===== src/rtl/instr_fetch.sv =====
// Fetch stage: owns the PC, keeps at most one variable-latency instruction-memory
// request outstanding, and hands each instruction to decode over valid/ready.
module instr_fetch #(
    parameter int              PC_W     = 5,
    parameter int              INSTR_W  = 8,
    parameter logic [PC_W-1:0] RESET_PC = '0
) (
    input  logic               clk,
    input  logic               reset,
    output logic               imem_req,
    output logic [PC_W-1:0]    imem_addr,
    input  logic [INSTR_W-1:0] imem_rdata,
    input  logic               imem_rvalid,
    output logic [INSTR_W-1:0] instr,
    output logic               instr_valid,
    input  logic               instr_ready,
    output logic [PC_W-1:0]    instr_pc,
    output logic [PC_W-1:0]    pc_plus1,
    input  logic               branch_taken,
    input  logic [PC_W-1:0]    branch_target,
    input  logic               jump,
    input  logic [PC_W-1:0]    jump_target
);

    typedef enum logic [1:0] {
        FETCH = 2'd0,
        WAIT  = 2'd1,
        OUT   = 2'd2
    } state_t;

    state_t             state_q, state_d;
    logic [PC_W-1:0]    pc_q, pc_d;
    logic               kill_q, kill_d;
    logic               imem_req_q, imem_req_d;
    logic [PC_W-1:0]    imem_addr_q, imem_addr_d;
    logic [INSTR_W-1:0] instr_q, instr_d;
    logic               instr_valid_q, instr_valid_d;
    logic [PC_W-1:0]    instr_pc_q, instr_pc_d;
    logic [PC_W-1:0]    pc_plus1_q, pc_plus1_d;

    logic               redirect;
    logic [PC_W-1:0]    redirect_tgt;
    logic               issue;

    function automatic logic [PC_W-1:0] pc_inc(input logic [PC_W-1:0] p);
        return p + PC_W'(1);
    endfunction

    // The branch belongs to the older instruction, so it beats a jump.
    assign redirect     = branch_taken | jump;
    assign redirect_tgt = branch_taken ? branch_target : jump_target;

    always_comb begin
        state_d       = state_q;
        pc_d          = pc_q;
        kill_d        = kill_q;
        imem_req_d    = 1'b0;
        imem_addr_d   = imem_addr_q;
        instr_d       = instr_q;
        instr_valid_d = instr_valid_q;
        instr_pc_d    = instr_pc_q;
        pc_plus1_d    = pc_plus1_q;
        issue         = 1'b0;

        case (state_q)
            FETCH: begin
                if (redirect) begin
                    pc_d = redirect_tgt;
                end
                if (imem_req_q) begin
                    // Request is on the bus this cycle; a redirect makes its reply stale.
                    state_d = WAIT;
                    if (redirect) begin
                        kill_d = 1'b1;
                    end
                end else begin
                    // Only right after reset: nothing launched yet, so launch now.
                    issue = 1'b1;
                end
            end

            WAIT: begin
                if (imem_rvalid) begin
                    if (kill_q || redirect) begin
                        kill_d  = 1'b0;
                        if (redirect) begin
                            pc_d = redirect_tgt;
                        end
                        state_d = FETCH;
                        issue   = 1'b1;
                    end else begin
                        instr_d       = imem_rdata;
                        instr_pc_d    = pc_q;
                        pc_plus1_d    = pc_inc(pc_q);
                        pc_d          = pc_inc(pc_q);
                        instr_valid_d = 1'b1;
                        state_d       = OUT;
                    end
                end else if (redirect) begin
                    pc_d   = redirect_tgt;
                    kill_d = 1'b1;
                end
            end

            OUT: begin
                if (redirect) begin
                    instr_valid_d = 1'b0;
                    pc_d          = redirect_tgt;
                    state_d       = FETCH;
                    issue         = 1'b1;
                end else if (instr_ready) begin
                    instr_valid_d = 1'b0;
                    state_d       = FETCH;
                    issue         = 1'b1;
                end
            end

            default: begin
                state_d = FETCH;
            end
        endcase

        // Launching one edge early keeps the request in the FETCH cycle itself.
        if (issue) begin
            imem_req_d  = 1'b1;
            imem_addr_d = pc_d;
        end
    end

    always_ff @(posedge clk or posedge reset) begin
        if (reset) begin
            state_q       <= FETCH;
            pc_q          <= RESET_PC;
            kill_q        <= 1'b0;
            imem_req_q    <= 1'b0;
            imem_addr_q   <= RESET_PC;
            instr_q       <= '0;
            instr_valid_q <= 1'b0;
            instr_pc_q    <= '0;
            pc_plus1_q    <= '0;
        end else begin
            state_q       <= state_d;
            pc_q          <= pc_d;
            kill_q        <= kill_d;
            imem_req_q    <= imem_req_d;
            imem_addr_q   <= imem_addr_d;
            instr_q       <= instr_d;
            instr_valid_q <= instr_valid_d;
            instr_pc_q    <= instr_pc_d;
            pc_plus1_q    <= pc_plus1_d;
        end
    end

    assign imem_req    = imem_req_q;
    assign imem_addr   = imem_addr_q;
    assign instr       = instr_q;
    assign instr_valid = instr_valid_q;
    assign instr_pc    = instr_pc_q;
    assign pc_plus1    = pc_plus1_q;

endmodule


===== config.mk =====
export PLATFORM = sky130hd
export DESIGN_NAME = instr_fetch
export DESIGN_NICKNAME = d
export VERILOG_FILES = /design/src/rtl/instr_fetch.sv
export SDC_FILE = /design/constraint.sdc
export NUM_CORES = 1
export LEC_CHECK = 0
export BUFFER_PORTS_ARGS = -buffer_cell sky130_fd_sc_hd__buf_2
export CORE_ASPECT_RATIO = 0.75
export CORE_MARGIN = 10
export CORE_UTILIZATION = 25
export CTS_CLUSTER_DIAMETER = 80
export DETAILED_ROUTE_END_ITERATION = 8
export PLACE_DENSITY_LB_ADDON = 0.08
export RECOVER_POWER = 25
export SETUP_SLACK_MARGIN = 0.15
export SLEW_MARGIN = 20
export SYNTH_ARGS = -nofsm -noshare
export SYNTH_HDL_FRONTEND = slang
export SYNTH_SLANG_ARGS = --single-unit

===== constraint.sdc =====
create_clock -name clk -period 1.7 [get_ports clk]
set_input_delay 0.085 -clock clk [delete_from_list [all_inputs] [get_ports clk]]
set_output_delay 0.085 -clock clk [all_outputs]
set_load 0.05 [all_outputs]

==> run_results.csv, run 1 <==
group,metric,value,unit
sta,holdWs,0.03354,ns
synthesis,syn_nets,160,
sta,setup_violations,0,
synthesis,synthCells,135,
sta,fin_crit_sh,93.00,%
power,pwr-share-clk,14.4,%
cells_and_area,final_area,2097,µm²
die,die_w,110.3,µm
power,p_seq_share,32.3,%
setup_path,required,1.87,ns
synthesis,synth-seq-cells,33,
drt,routed-via-count,1269,
synthesis,syn_area,1528,µm²
setup_path,regToRegEndpoint,"imem_addr[1]",
cells_and_area,nets,226,
grt,grt_max_degree,34,
power,p_leak,1.016,nW
cells_and_area,layout-drive-gt1-share,50.50,%
sta,slew_headroom,43.79,%
power,power_density,1932,nW/µm²
power,p_int,0.002076,W
setup_path,crit_cells,5,
clocking,root_buffer,"clkbuf_8",
drt,ant_nets,0,
sta,slew_violations,0,
die,die_y,87.70,µm
clocking,clock_latency,0.28,ns
setup_path,crit_buf_inv,1,
cells_and_area,n_antenna_cell,0,
clocking,cts.sinks,33,
placement,gp_congestion,0.7691,
clocking,ctsLongestPathBuffers,2,
placement,dp_hpwl,3.430,mm
drt,routed_wl,4.495,mm
setup_path,end_kind,"register",
outcome,status,"completed",
grt,antenna_found_initial,0,
clocking,cts_buffers,5,
setup_path,critPathKind,"reg2reg",
die,rows,24,
drt,firstDrtPassIters,4,
cells_and_area,final_common_cell,"buf_2",
clocking,cts-htree-levels,2,
cells_and_area,area_delta_synth_final,37.26,%
die,core_region_area,5856,µm²
job,maxCapViolCount,0,
die,initial_utilization,26.09,%
clocking,cts_tree,"done",
setup_path,crit_start,"state_q[0]",
grt,track_usage,9.348,%
cells_and_area,final_cell_mix,"buf_2 (48), dfrtp_1 (31), nor2_1 (19)",
sta,skew,0.007056,ns
drt,drt_first_iter_violations,32,
grt,grt_overflow,0,
setup_path,crit_path_start_kind,"register",
die,die-area,9670,µm²
synthesis,syn_avg_cell_area,11.32,µm²
drt,drc,0,
setup_path,worst_ep_arrival_time,1.75,ns
power,switching_share,48.76,%
sta,max_freq,632.5,MHz
worst_hold_path,hp-class,"in2reg",
grt,grt_pass1_vias,1418,
drt,wl_per_cell,16.05,µm
setup_path,path_cells,"buf_4 -> nand3b_4 -> a31o_2 -> a221o_1 -> mux2_2",
setup_path,crit_family,"compound AO/OA/AOI/OAI gates",
setup_path,max_stage_delay,0.41,ns
clocking,clkTransAtPathRegs,0.07,ns
sta,min_period,1.581,ns
sta,rsz0062_at_grt,"yes",
power,pwr-share-comb,53.3,%
drt,vias_per_cell,4.532,
setup_path,cp_slowest_cell,"dfrtp_2",
synthesis,yosys_warnings,0,
grt,grt_first_pass_wirelength,7.051,mm
setup_path,r2r_slack,0.12,ns
setup_path,cp-endpoint,"imem_addr[1]",
power,p_sw,0.001976,W
setup_path,reg2reg_depth,5,
power,max-vdd-ir-drop,0.0008356,V
sta,finalHoldViolCount,0,
setup_path,cp_max_fo,7,
synthesis,yosysSeqAreaShare,54.05,%
synthesis,ys_types,34,
sta,tightest_slew,0.8432,ns
die,pin_count,49,
setup_path,rr_startpoint,"state_q[0]",
placement,io_buffers,48,
placement,place_area,1928,µm²
[synthesized netlist by cell type]
| cell | number | share of area (%) |
|---|---|---|
| a211o_1 | 1 | 0.57 |
| a21oi_1 | 2 | 0.66 |
| a221o_1 | 1 | 0.66 |
| a221oi_1 | 3 | 1.7 |
| a22o_1 | 1 | 0.57 |
| a31o_2 | 1 | 0.57 |
| a31oi_1 | 4 | 1.6 |
| a32oi_1 | 1 | 0.57 |
| and2_1 | 2 | 0.82 |
| and3_1 | 1 | 0.41 |
| and3b_1 | 1 | 0.57 |
| buf_2 | 5 | 1.6 |
| buf_4 | 1 | 0.49 |
| dfrtp_1 | 33 | 54 |
| ha_1 | 1 | 0.82 |
| inv_1 | 4 | 0.98 |
| mux2_2 | 18 | 13 |
| mux2i_1 | 3 | 2.0 |
| nand2_1 | 7 | 1.7 |
| nand2b_1 | 1 | 0.41 |
| nand3_1 | 2 | 0.66 |
| nand3b_2 | 1 | 0.74 |
| nor2_1 | 19 | 4.7 |
| nor2b_1 | 2 | 0.82 |
| nor3_1 | 3 | 0.98 |
| nor4b_2 | 1 | 0.98 |
| o211ai_1 | 2 | 0.98 |
| o21a_1 | 1 | 0.49 |
| o21ai_0 | 5 | 1.6 |
| o21ai_2 | 1 | 0.57 |
| o221ai_1 | 2 | 1.1 |
| o22ai_1 | 1 | 0.41 |
| or2_2 | 3 | 1.2 |
| xor2_1 | 1 | 0.57 |
[per-stage QoR]
stage               setup slack (ns)  cells  power, W  setup TNS (ns)  util, %
global placement             0.04380    266  0.003371               0    32.93
global route                 0.05366    280  0.004293               0    35.81
detailed placement           -0.1005    266  0.003401         -0.5386    32.93
CTS                           0.1198    280  0.004110               0    35.85
finish                        0.1189    280  0.004052               0    35.81
floorplan                     0.1567    135  0.002826               0        -
[sequential cells by signal, indices dropped and copies added (netlist names)]
| register | count |
|---|---|
| imem_addr | 5 |
| imem_req | 1 |
| instr | 8 |
| instr_pc | 5 |
| instr_valid | 1 |
| kill_q | 1 |
| pc_plus1 | 5 |
| pc_q | 5 |
| state_q | 2 |
[power groups by stage]
stage               Clock [W]  Combinational [W]  Sequential (W)
floorplan                   0           0.000554         0.00227
global route         0.000642            0.00230         0.00136
finish               0.000585            0.00216         0.00131
detailed placement          0            0.00209         0.00131
CTS                  0.000608            0.00219         0.00131
global placement            0            0.00207         0.00130
[timing repair]
| action | in CTS | in global routing |
|---|---|---|
| hold buffers | 1 | 0 |
| endpoints found under the hold margin | 33 | 0 |
| buffers inserted | 5 | 0 |
| setup endpoints to repair | 18 | 19 |
| gates resized for setup | 10 | 2 |
| cloned | 0 | 0 |
| pin swaps | 3 | 2 |
[layout make-up]
class	count	area [µm²]
inverter	4	15.01
clock inverter	2	10.01
tap	78	97.59
multi-input combinational	92	689.4
fill	600	3759
timing repair buffer	65	384.1
sequential	33	828.3
clock buffer	6	72.57
[routing by layer]
layer  wire [µm]  track usage (%)  vias up  part of all wire, %
li1            -                -      615                    -
met1        2093            11.71      614                   47
met3         284            3.815       11                  6.3
met2        2020            14.05       29                   45
met5           0                0        -                    0
met4          97            3.609        0                  2.2
[how the worst min path moves through the flow]
stage	start	endpoint	slack, ns	depth (start not counted)
3_5_place_dp	reset	imem_addr[3]	0.21	3
6_report	imem_rdata[1]	instr[1]	0.03	2
3_3_place_gp	reset	instr[7]	0.21	3
5_1_grt	imem_rdata[5]	instr[5]	0.03	2
2_1_floorplan	reset	imem_addr[0]	0.21	1
4_1_cts	imem_rdata[5]	instr[5]	0.03	2
[kinds of logic after synthesis]
kind of cell             Yosys count  synth area share, %
AND/OR/NAND/NOR                   43                14.01
AO/OA/AOI/OAI                     26                12.20
flip-flops                        33                54.05
buffers and inverters             10                3.112
multiplexers                      21                15.23
XOR/XNOR                           1               0.5734
adder cells (fa/ha/maj)            1               0.8189
Note: power is estimated with default switching activity, not from simulation.
==> run 2, diff against run 1 <==
Settings changed: BUFFER_PORTS_ARGS -buffer_cell sky130_fd_sc_hd__buf_2 to -buffer_cell sky130_fd_sc_hd__clkbuf_2.
Clock period 1.7 ns to 1.5 ns, I/O delays scaled along.
==> run 2 against run 1 <==
Against the previous run: the flow now finishes with violations (setup timing); die area did not move; routed wire length is 5.5% higher; power is 21% higher; sequential share of layout area is 4.2 points lower; fmax grew 3.2%; combinational power rose by 25%; largest cell class unchanged; sequential power up 18%; non-clock buffer count rose by 14; setup slack worse by 0.15 ns; worst hold slack worse by 0.019 ns.
==> run_results.csv, run 2 (synthesis gave the netlist of run 1 again) <==
group,metric,value,unit
drt,firstDrtPassIters,4,
grt,track_usage,10.16,%
setup_path,regToRegEndpoint,"instr[7]",
worst_hold_path,hp-class,"in2reg",
grt,grt_overflow,0,
clocking,cts.sinks,33,
sta,finalHoldViolCount,0,
cells_and_area,layout-drive-gt1-share,59.72,%
die,pin_count,49,
placement,io_buffers,48,
job,maxCapViolCount,0,
setup_path,cp_slowest_cell,"dfrtp_2",
outcome,violations,"setup timing",
setup_path,required,1.67,ns
cells_and_area,nets,240,
grt,grt_max_degree,34,
drt,drt_first_iter_violations,57,
setup_path,crit_family,"flip-flops",
drt,drc,0,
sta,fin_crit_sh,102.1,%
sta,slew_headroom,42.61,%
sta,fin_tns_setup,-0.3155,ns
power,power_density,2086,nW/µm²
clocking,cts-htree-levels,2,
grt,grt_first_pass_wirelength,7.583,mm
sta,max_freq,652.8,MHz
clocking,clkTransAtPathRegs,0.08,ns
clocking,cts_buffers,5,
setup_path,cp-endpoint,"instr[7]",
setup_path,cp_max_fo,16,
placement,gp_congestion,0.7610,
cells_and_area,n_antenna_cell,0,
drt,routed_wl,4.741,mm
setup_path,max_stage_delay,0.47,ns
grt,antenna_found_initial,0,
cells_and_area,final_cells,294,
die,die-area,9670,µm²
setup_path,crit_start,"state_q[1]",
cells_and_area,largest_register_ffs,8,
power,p_leak,1.139,nW
setup_path,path_cells,"and3b_1 -> and2_4 -> buf_12 -> mux2_4",
cells_and_area,area_delta_synth_final,54.22,%
placement,dp_cells,276,
drt,ant_nets,0,
grt,grt_pass1_vias,1448,
cells_and_area,utilization,40.24,%
cells_and_area,fillerInstances,593,
sta,skew,0.008972,ns
drt,vias_per_cell,4.466,
clocking,ctsLongestPathBuffers,2,
setup_path,end_kind,"register",
setup_path,r2r_slack,-0.03,ns
clocking,cts_tree,"done",
die,die_y,87.70,µm
clocking,clock_latency,0.29,ns
sta,slew_violations,0,
setup_path,critPathKind,"reg2reg",
outcome,status,"finished with violations",
clocking,root_buffer,"clkbuf_8",
die,rows,24,
setup_path,crit_path_start_kind,"register",
drt,routed-via-count,1313,
placement,dp_hpwl,3.533,mm
sta,setup_ws,-0.03175,ns
cells_and_area,final_common_cell,"clkbuf_2",
setup_path,rr_startpoint,"state_q[1]",
power,max-vdd-ir-drop,0.0009124,V
setup_path,worst_ep_arrival_time,1.70,ns
die,core_region_area,5856,µm²
setup_path,reg2reg_depth,4,
sta,setup_violations,16,
power,total_power,0.004916,W
sta,tightest_slew,0.8608,ns
setup_path,crit_buf_inv,1,
die,die_w,110.3,µm
sta,rsz0062_at_grt,"yes",
drt,wl_per_cell,16.13,µm
setup_path,crit_cells,4,
die,initial_utilization,26.09,%
cells_and_area,final_cell_mix,"clkbuf_2 (49), dfrtp_1 (28), buf_4 (21)",
sta,min_period,1.532,ns
==> run 2: changes by cell type in the layout (fill, tap and decap cells not counted), sizes merged <==
cell and delta:
dlygate4sd3 +1, buf -35, clkinvlp +1, clkbuf +47
==> run 2: area by class of cell <==
cell class | instances | area, µm² | area share (%)
clock buffer | 5 | 68.82 | 2.921
clock inverter | 3 | 17.52 | 0.7435
inverter | 4 | 15.01 | 0.6373
multi-input combinational | 92 | 814.5 | 34.57
sequential | 33 | 832.0 | 35.32
tap | 78 | 97.59 | 4.142
timing repair buffer | 79 | 510.5 | 21.67
==> run 2: power by group <==
group | internal (W) | leakage (nW) | switching, W
clock | 0.000321 | 0.0439 | 0.000359
sequential | 0.00126 | 0.395 | 0.000281
combinational | 0.000973 | 0.700 | 0.00172
==> run 2: worst register-to-register path: cells and delay by family (launching register included) <==
kind	cells	cell delay (ns)
and+or+nand+nor	2	0.45
DFF	1	0.47
muxes	1	0.32
buffers and inverters	1	0.17
==> run 2: how the worst min path moves through the flow <==
stage / start / endpoint / slack, ns / depth (start not counted)
detailed placement: reset / imem_addr[2] / 0.18 / 3
CTS: imem_rdata[3] / instr[3] / 0.005 / 2
floorplan: reset / imem_addr[0] / 0.20 / 1
global route: imem_rdata[4] / instr[4] / 0.003 / 2
finish: imem_rdata[0] / instr[0] / 0.01 / 2
global placement: reset / imem_addr[2] / 0.18 / 3
==> run 2: repair_timing <==
item                                    in CTS  in global routing
buffers inserted                             7                  1
endpoints found under the setup margin      27                 26
pin swaps                                    9                  7
hold buffers                                 1                  1
hold endpoints to repair                    33                  1
gates resized for setup                     19                 12
==> run 2: metal layers <==
metal / track usage (%) / up-vias / share of wire [%]
met3: 3.962 / 5 / 6.6
met2: 14.80 / 25 / 45
met5: 0 / - / 0
li1: - / 643 / -
met4: 3.143 / 0 / 0.84
met1: 13.51 / 640 / 47
==> run 2: metrics by stage <==
step / hold WS (ns) / cell area [µm²] / setup slack, ns
after floorplan: 0.2038 / 1623 / 0.03409
after global placement: 0.1767 / 2078 / -0.1123
after detailed placement: 0.1847 / 2078 / -0.1307
after CTS: 0.005327 / 2287 / -0.01664
after global routing: 0.002996 / 2356 / -0.08042
final: 0.01463 / 2356 / -0.03175
